File: src/rtl/fetch_pkg.sv
`default_nettype none
// ============================================================================
// Module      : fetch_pkg
// Description : Shared widths and types for the instruction prefetch queue.
// Revision    : 1.0 - initial release
// ============================================================================
package fetch_pkg;

    localparam int FETCH_WIDTH   = 4;
    localparam int ISSUE_WIDTH   = 3;
    localparam int c_INSTR_WIDTH = 16;
    localparam int c_ADDR_WIDTH  = 15;

    typedef logic [c_INSTR_WIDTH-1:0] instr_t;
    typedef logic [c_ADDR_WIDTH-1:0]  iaddr_t;

endpackage
`default_nettype wire

File: src/rtl/fetch_queue_mem.sv
`default_nettype none
// ============================================================================
// Module      : fetch_queue_mem
// Description : Circular instruction store, 4-wide write, 3-wide async read.
// Revision    : 1.0 - initial release
// ============================================================================
module fetch_queue_mem
    import fetch_pkg::*;
#(
    parameter int INSTR_WIDTH = c_INSTR_WIDTH,
    parameter int DEPTH       = 16
)(
    input  logic                                    clk,
    input  logic                                    i_wr_en,
    input  logic [$clog2(DEPTH)-1:0]                i_wr_ptr,
    input  logic [FETCH_WIDTH-1:0][INSTR_WIDTH-1:0] i_wr_data,
    input  logic [$clog2(DEPTH)-1:0]                i_rd_ptr,
    output logic [ISSUE_WIDTH-1:0][INSTR_WIDTH-1:0] o_rd_data
);

    localparam int c_PTR_W = $clog2(DEPTH);

    logic [INSTR_WIDTH-1:0] r_mem [DEPTH];

    // Storage is never reset: the owner masks stale entries with its count.
    always_ff @(posedge clk) begin
        if (i_wr_en) begin
            for (int k = 0; k < FETCH_WIDTH; k++) begin
                r_mem[i_wr_ptr + c_PTR_W'(k)] <= i_wr_data[k];
            end
        end
    end

    for (genvar k = 0; k < ISSUE_WIDTH; k++) begin : g_rd
        assign o_rd_data[k] = r_mem[i_rd_ptr + c_PTR_W'(k)];
    end

endmodule
`default_nettype wire

File: src/rtl/fetch_queue.sv
`default_nettype none
// ============================================================================
// Module      : fetch_queue
// Description : Instruction prefetch queue between quad-banked ROMs and decode.
// Revision    : 1.0 - initial release
// ============================================================================
module fetch_queue
    import fetch_pkg::*;
#(
    parameter int INSTR_WIDTH = c_INSTR_WIDTH,
    parameter int ADDR_WIDTH  = c_ADDR_WIDTH,
    parameter int DEPTH       = 16
)(
    input  logic                   clk,
    input  logic                   resetN,
    output logic [ADDR_WIDTH-1:0]  rom_addr,
    input  logic [INSTR_WIDTH-1:0] rom_q0,
    input  logic [INSTR_WIDTH-1:0] rom_q1,
    input  logic [INSTR_WIDTH-1:0] rom_q2,
    input  logic [INSTR_WIDTH-1:0] rom_q3,
    output logic [INSTR_WIDTH-1:0] inst_0,
    output logic [INSTR_WIDTH-1:0] inst_1,
    output logic [INSTR_WIDTH-1:0] inst_2,
    output logic [ADDR_WIDTH-1:0]  pc_0,
    output logic [1:0]             avail,
    input  logic [1:0]             consume,
    input  logic                   redirect_valid,
    input  logic [ADDR_WIDTH-1:0]  redirect_addr,
    output logic                   protocol_err
);

    localparam int c_PTR_W = $clog2(DEPTH);
    localparam int c_CNT_W = c_PTR_W + 1;
    localparam int c_OCC_W = c_PTR_W + 2;

    logic [ADDR_WIDTH-1:0] r_fetch_pc;
    logic [ADDR_WIDTH-1:0] r_head_pc;
    logic [c_CNT_W-1:0]    r_count;
    logic [c_PTR_W-1:0]    r_wr_ptr;
    logic [c_PTR_W-1:0]    r_rd_ptr;
    logic                  r_inflight;
    logic                  r_protocol_err;

    logic [c_OCC_W-1:0]    w_occ;
    logic                  w_fetch_now;
    logic                  w_write;
    logic [1:0]            w_avail;
    logic [1:0]            w_eff;
    logic [c_CNT_W-1:0]    w_count_next;
    logic [ISSUE_WIDTH-1:0][INSTR_WIDTH-1:0] w_rd_data;
    logic [ISSUE_WIDTH-1:0][INSTR_WIDTH-1:0] w_inst;

    // Reserve room for the queued words, the in-flight block and the new one.
    assign w_occ = c_OCC_W'(r_count)
                 + (r_inflight ? c_OCC_W'(2 * FETCH_WIDTH) : c_OCC_W'(FETCH_WIDTH));
    assign w_fetch_now = redirect_valid | (w_occ <= c_OCC_W'(DEPTH));
    assign rom_addr    = redirect_valid ? redirect_addr : r_fetch_pc;
    assign w_write     = r_inflight & ~redirect_valid;

    assign w_avail = (r_count >= c_CNT_W'(ISSUE_WIDTH)) ? 2'(ISSUE_WIDTH) : r_count[1:0];
    assign w_eff   = (consume > w_avail) ? w_avail : consume;
    assign w_count_next = r_count
                        + (w_write ? c_CNT_W'(FETCH_WIDTH) : '0)
                        - c_CNT_W'(w_eff);

    fetch_queue_mem #(
        .INSTR_WIDTH (INSTR_WIDTH),
        .DEPTH       (DEPTH)
    ) u_mem (
        .clk       (clk),
        .i_wr_en   (w_write),
        .i_wr_ptr  (r_wr_ptr),
        .i_wr_data ({rom_q3, rom_q2, rom_q1, rom_q0}),
        .i_rd_ptr  (r_rd_ptr),
        .o_rd_data (w_rd_data)
    );

    for (genvar k = 0; k < ISSUE_WIDTH; k++) begin : g_inst
        assign w_inst[k] = (r_count > c_CNT_W'(k)) ? w_rd_data[k] : '0;
    end

    assign inst_0       = w_inst[0];
    assign inst_1       = w_inst[1];
    assign inst_2       = w_inst[2];
    assign pc_0         = r_head_pc;
    assign avail        = w_avail;
    assign protocol_err = r_protocol_err;

    always_ff @(posedge clk or negedge resetN) begin
        if (!resetN) begin
            r_fetch_pc     <= '0;
            r_head_pc      <= '0;
            r_count        <= '0;
            r_wr_ptr       <= '0;
            r_rd_ptr       <= '0;
            r_inflight     <= 1'b0;
            r_protocol_err <= 1'b0;
        end else begin
            r_inflight <= w_fetch_now;
            if (w_fetch_now) begin
                r_fetch_pc <= rom_addr + ADDR_WIDTH'(FETCH_WIDTH);
            end
            // A redirect drops the arriving response and ignores consume.
            if (redirect_valid) begin
                r_count   <= '0;
                r_wr_ptr  <= '0;
                r_rd_ptr  <= '0;
                r_head_pc <= redirect_addr;
            end else begin
                if (w_write) begin
                    r_wr_ptr <= r_wr_ptr + c_PTR_W'(FETCH_WIDTH);
                end
                r_rd_ptr  <= r_rd_ptr + c_PTR_W'(w_eff);
                r_count   <= w_count_next;
                r_head_pc <= r_head_pc + ADDR_WIDTH'(w_eff);
                if (consume > w_avail) begin
                    r_protocol_err <= 1'b1;
                end
            end
        end
    end

endmodule
`default_nettype wire

File: config.mk
export PLATFORM = sky130hd
export DESIGN_NAME = fetch_queue
export DESIGN_NICKNAME = d
export VERILOG_FILES = /design/src/rtl/fetch_pkg.sv /design/src/rtl/fetch_queue_mem.sv /design/src/rtl/fetch_queue.sv
export SDC_FILE = /design/constraint.sdc
export NUM_CORES = 1
export LEC_CHECK = 0
export ABC_AREA = 1
export BUFFER_PORTS_ARGS = -buffer_cell sky130_fd_sc_hd__buf_4
export CAP_MARGIN = 40
export CORE_MARGIN = 2
export CORE_UTILIZATION = 55
export CTS_CLUSTER_SIZE = 25
export DETAILED_ROUTE_END_ITERATION = 8
export GPL_ROUTABILITY_DRIVEN = 0
export PLACE_DENSITY = 0.75
export SETUP_SLACK_MARGIN = 0.05
export SKIP_CTS_REPAIR_TIMING = 1
export SLEW_MARGIN = 20
export SYNTH_ARGS = -nofsm -noshare
export SYNTH_HDL_FRONTEND = slang
export SYNTH_SLANG_ARGS = --single-unit
File: constraint.sdc
create_clock -name clk -period 6.98 [get_ports clk]
set_clock_uncertainty 0.15 [all_clocks]
set_input_delay 2.094 -clock clk [delete_from_list [all_inputs] [get_ports clk]]
set_output_delay 2.094 -clock clk [all_outputs]
set_load 0.005 [all_outputs]
### Word level (Yosys, flattened, before mapping)

Memory sizes are Yosys's and may differ from the RTL's.
Index checks and enable logic that the tools add are counted.
W data, S select, Z words.

| word-level totals | value |
|---|---|
| bits of input ports | 84 |
| memories | 1 |
| RAM bits | 256 |
| word-level logic and storage cells | 46 |
| flip-flop bits (word level) | 45 |

| operators by class | value |
|---|---|
| muxes and demuxes | 15 |
| add/sub/neg operators | 12 |
| reduce and logical (&&, ||, !) cells | 2 |
| order comparisons | 6 |
| bitwise operators | 3 |

Memories:

| name | depth | width | rd ports | clocked after memory_dff | wr ports | line | RTL |
|---|---|---|---|---|---|---|---|
| u_mem.r_mem | 16 | 16 | 3 | 0 | 4 | fetch_queue_mem.sv:23 | `logic [INSTR_WIDTH-1:0] r_mem [DEPTH];` |

Operators with widths:

| cell | number |
|---|---|
| $mux W16 | 3 |
| $mux W15 | 2 |
| $mux W4 | 4 |
| $add A15 B2 Y15 | 1 |
| $add A15 B3 Y15 const B | 1 |
| $add A4 B2 Y4 const B | 3 |
| $gt A5 B1 Y1 const B | 2 |
| $add A4 B1 Y4 const B | 2 |
| $add A5 B4 Y6 | 1 |
| $le A6 B5 Y1 const B | 1 |
| $add A5 B3 Y5 | 1 |
| $ge A5 B2 Y1 const B | 1 |
| $gt A5 B2 Y1 const B | 1 |
| $mux W5 | 1 |
| $sub A5 B2 Y5 | 1 |
| $add A4 B2 Y4 | 1 |
| $add A4 B3 Y4 const B | 1 |
| $mux W2 | 2 |
| $mux W3 | 1 |
| $gt A2 B2 Y1 | 1 |
| $mux W1 | 2 |
| $reduce_and A2 Y1 | 1 |
| $reduce_bool A2 Y1 | 1 |
| $and A1 B1 Y1 | 1 |
| 2 further kinds | 2 |

### Longest topological paths before layout

| logic depth | value |
|---|---|
| depth in word-level cells | 6 |
| gate-level depth with buffers | 21 |
| gate-level depth less buffers | 21 |

### Modules after synthesis

Synthesis repeated with hierarchy kept, for this count alone.

| unflattened totals | value |
|---|---|
| cell total of the unflattened synthesis | 4350 |
| area total of the unflattened synthesis | 26834.5 um^2 |

By module, submodules not included:

| module | area an instance (um^2) | cells an instance | sequential area each (um^2) | times used |
|---|---|---|---|---|
| fetch_queue_mem | 23775.3 | 3891 | 7687.4 | 1 |
| fetch_queue | 3059.2 | 459 | 1076.0 | 1 |

### Worst setup path before layout

No wires, ideal clock.

| timing path | value |
|---|---|
| path kind | input-to-output |
| start point | input port redirect_valid |
| end point | output port rom_addr[0] |
| arrival | 2.830 ns |
| setup slack | 1.906 ns |
| required time | 4.736 ns |
| stages | 5 |
| buffers on the path | 3 |
| path through | buf_4 -> buf_6 -> clkbuf_1 -> nand2_1 -> nand2_1 |

| between the ends | value |
|---|---|
| word-level cells in the longest chain between the ends | 1 |

Ends and longest elaborated chain:

| item | line | RTL |
|---|---|---|
| start: declaration | fetch_queue.sv:27 | `input logic redirect_valid,` |
| $mux W15 | fetch_queue.sv:57 | `assign rom_addr = redirect_valid ? redirect_addr : r_fetch_pc;` |
| end: declaration | fetch_queue.sv:16 | `output logic [ADDR_WIDTH-1:0] rom_addr,` |

Every way passes these cells.

### Worst setup path after layout

| timing path | value |
|---|---|
| start point | register r_rd_ptr[1] |
| end point | output port inst_1[12] |

| between the ends | value |
|---|---|
| word-level cells in the longest chain between the ends | 3 |

Ends and longest elaborated chain:

| item | line | RTL |
|---|---|---|
| start: declaration | fetch_queue.sv:40 | `logic [c_PTR_W-1:0] r_rd_ptr;` |
| start signal: assignment | fetch_queue.sv:113 | `r_rd_ptr <= r_rd_ptr + c_PTR_W'(w_eff);` |
| $add A4 B1 Y4 | fetch_queue_mem.sv:35 | `assign o_rd_data[k] = r_mem[i_rd_ptr + c_PTR_W'(k)];` |
| $mem_v2 Z16 W16 | - |  |
| $mux W16 | fetch_queue.sv:79 | `assign w_inst[k] = (r_count > c_CNT_W'(k)) ? w_rd_data[k] : '0;` |
| end: declaration | fetch_queue.sv:22 | `output logic [INSTR_WIDTH-1:0] inst_1,` |

Every way passes these cells.

==> summary.md <==
| Metric | Value |
|---|---|
| Status | `completed` |
| R2R depth | `19` |
| Worst reg2reg path startpoint | `r_count[3]` |
| Sequential fraction of design power | `27.6%` |
| Initial antenna violation count | `1` |
| Detail Route Antenna Nets | `0` |
| Clock buffer count from CTS | `35` |
| R2r endpoint | `pc_0[10]` |
| Seq/Total Area, Yosys | `47.14%` |
| Setup Viol. Count Final | `0` |
| Most common library cell in the layout ignoring fill and taps | `nand2_1` |
| Grt ovf | `0` |
| Unique masters post-synth | `41` |
| Switch Pwr | `4.080 mW` |
| First-pass GRT wire length | `85,620 µm` |
| EDFF count, synth | `256` |
| Yosys reg bits | `299` |
| Leakage | `9.200 nW` |
| Vias in the first global route | `16,210` |
| # port buffers | `164` |
| DR vias/cell | `5.929` |
| GRT Util Overall | `30.66%` |
| Layout area overhead | `13.40%` |
| Fin. max-slew vios | `0` |
| DPL Wire Length | `35,390 µm` |
| Final Util | `63.03%` |
| Worst VDD drop | `0.3178 mV` |
| CTS Sinks | `299` |
| FFs w/ async S/R, synth | `14.38%` |
| Reg clk slew, reported paths | `0.06 ns` |
| Clock latency on the worst-skew pair | `0.52 ns` |
| Post-synth top flop | `edfxtp_1` |
| Fillers | `2,808` |
| Root Driver | `clkbuf_16` |
| Switching Fraction | `44.46%` |
| Unrepaired setup endpoints after global routing | `no` |
| Die area | `35,290 µm²` |
| Internal power | `5.096 mW` |
| Worst-Margin Slew | `0.8066 ns` |
| Layout cells sized above 1 | `13.25%` |
| Final worst-path cycle share | `83.08%` |
| Total of max-cap violations | `0` |
| CP max FO | `82` |
| Io pins | `165` |
| Worst min path class | `reg -> reg` |
| Pwr Total | `9.176 mW` |
| Synth warnings | `0` |
| Syn_nets | `2,528` |
| Netlist Area Pre-Place | `18,590 µm²` |
| Setup slack after layout | `1.181 ns` |
| Setup total negative slack | `0 ns` |
| Clk buf depth | `3` |
| Core area | `33,450 µm²` |
| Via count | `17,510` |
| Pwr/cell area | `435.2 nW/µm²` |
| Largest net degree at the start of global routing | `113` |
| Die Ht | `187.9 µm` |
| Worst R2R Setup Slack | `2.96 ns` |
| Commonest cells after routing, fill and taps aside | `nand2_1, o21ai_0, nand3_1` |
| NumNets Final | `2,590` |
| Post-synthesis cell count | `2,418` |
| Worst path required time | `4.74 ns` |
| CTS tree | `built` |
| Starting DRT DRC Count | `2,114` |
| Final min period | `5.799 ns` |
| Crit. End Element | `output pin` |
| Critical path class | `reg -> out` |
| DP Worst Slack | `1.576 ns` |
| Worst setup path endpoint | `inst_1[12]` |
| Post-synthesis area per instance | `7.689 µm²` |
| Endpoints failing hold | `0` |
| Max Freq | `0.1725 GHz` |
| # DRC | `0` |
| Num rows | `67` |
| Comb power frac | `53.3%` |
| CP Launch Point | `r_rd_ptr[1]` |
| DRT Pass-1 Iters | `7` |
| Die X | `187.9 µm` |
| Setup crit start kind | `register` |
| Starting Density | `55.58%` |
| Clock share of power | `19.0%` |
| H-tree levels | `2` |
| Final wirelength | `55,090 µm` |
| Crit path DAT | `3.55 ns` |
| Worst rel slew slack | `46.23%` |
| DR WL/cell | `18.65 µm` |
==> cell usage after synthesis (all sizes together), types with 2 or more instances <==
| library cell | count | area, µm² |
|---|---|---|
| dfrtp | 43 | 1076 |
| clkbuf | 93 | 354.1 |
| o21ai | 385 | 1961 |
| xor2 | 8 | 70.07 |
| inv | 166 | 623.1 |
| nand4 | 5 | 31.28 |
| a31oi | 9 | 56.30 |
| ha | 22 | 275.3 |
| edfxtp | 256 | 7687 |
| o21bai | 2 | 15.01 |
| nor3 | 5 | 25.02 |
| nand3b | 2 | 15.01 |
| xnor2 | 3 | 33.79 |
| buf | 84 | 509.2 |
| nor2 | 104 | 400.4 |
| o211ai | 11 | 82.58 |
| nand2 | 744 | 2800 |
| nand3 | 299 | 1496 |
| mux2i | 9 | 90.09 |
| or2 | 60 | 375.4 |
| fa | 4 | 80.08 |
| a21oi | 99 | 495.5 |
==> final cells by class <==
cell class	instances	area [µm²]	share of cell area (%)
flip-flops and latches	299	8771	41.60
well taps	448	560.5	2.659
clock inverters	19	160.2	0.7596
diodes	1	2.502	0.01187
multi-input cells	1776	8366	39.68
repair buffers	202	1669	7.917
inverters	166	626.9	2.973
clock buffers	43	927.1	4.398
==> through the flow <==
stage	std cells	hold slack, ns	instance area, µm²
5_1_grt	2953	0.3394	21080
3_3_place_gp	2884	0.3038	19840
2_1_floorplan	2418	0.2867	18590
4_1_cts	2951	0.3247	21030
6_report	2954	0.3267	21080
3_5_place_dp	2889	0.3107	19940
==> critical path, cell delays in order, from the launching register on <==
cell and delay (ns):
dfrtp_4 0.81, ha_1 0.38, inv_2 0.42, buf_12 0.41, a21oi_1 0.07, o21ai_0 0.09
nand3_1 0.08, nand3_1 0.12, nand2_1 0.07, nor2_1 0.32, buf_4 0.19
==> logic make-up after synthesis <==
group           count (synthesis)  synth area share (%)
simple gates                 1219                 27.67
flops                         299                 47.14
fa+ha+maj                      26                 1.911
buf+inv                       343                 7.995
xor+xnor                       11                0.5586
compound gates                511                 14.25
mux                             9                0.4846
==> worst min path at each step <==
stage               cells after the start             to           from  slack [ns]
finish                                  2  r_fetch_pc[1]  r_fetch_pc[1]        0.33
global route                            2  r_fetch_pc[1]  r_fetch_pc[1]        0.34
CTS                                     2  r_fetch_pc[1]  r_fetch_pc[1]        0.32
detailed placement                      2  r_fetch_pc[1]  r_fetch_pc[1]        0.31
global placement                        2  r_fetch_pc[1]  r_fetch_pc[1]        0.30
floorplan                               2  r_fetch_pc[0]  r_fetch_pc[0]        0.29
==> registers in the layout (all words and copies together) (netlist names) <==
name	flops
u_mem.r_mem	256
pc_0	15
r_fetch_pc	15
r_count	5
r_rd_ptr	4
r_wr_ptr	2
protocol_err	1
r_inflight	1
==> layer usage <==
layer  up-vias  share of wire [%]  wire length (µm)  track usage, %
met5         -                  0                 0               0
met4         0                3.6              1960           11.72
met3       163                 12              6499           5.896
met2      1004                 45             24960           49.02
met1      8084                 39             21670           41.57
li1       8262                  -                 -               -
==> power by group through the flow <==
| stage | sequential, mW | combinational (mW) | clock [mW] |
|---|---|---|---|
| after floorplan | 2.49 | 3.13 | 0 |
| after global placement | 2.55 | 4.58 | 0 |
| after detailed placement | 2.56 | 4.76 | 0 |
| after CTS | 2.53 | 4.79 | 1.76 |
| after global routing | 2.57 | 5.38 | 1.83 |
| final | 2.54 | 4.89 | 1.75 |
Note: power is estimated with default switching activity, not from simulation.
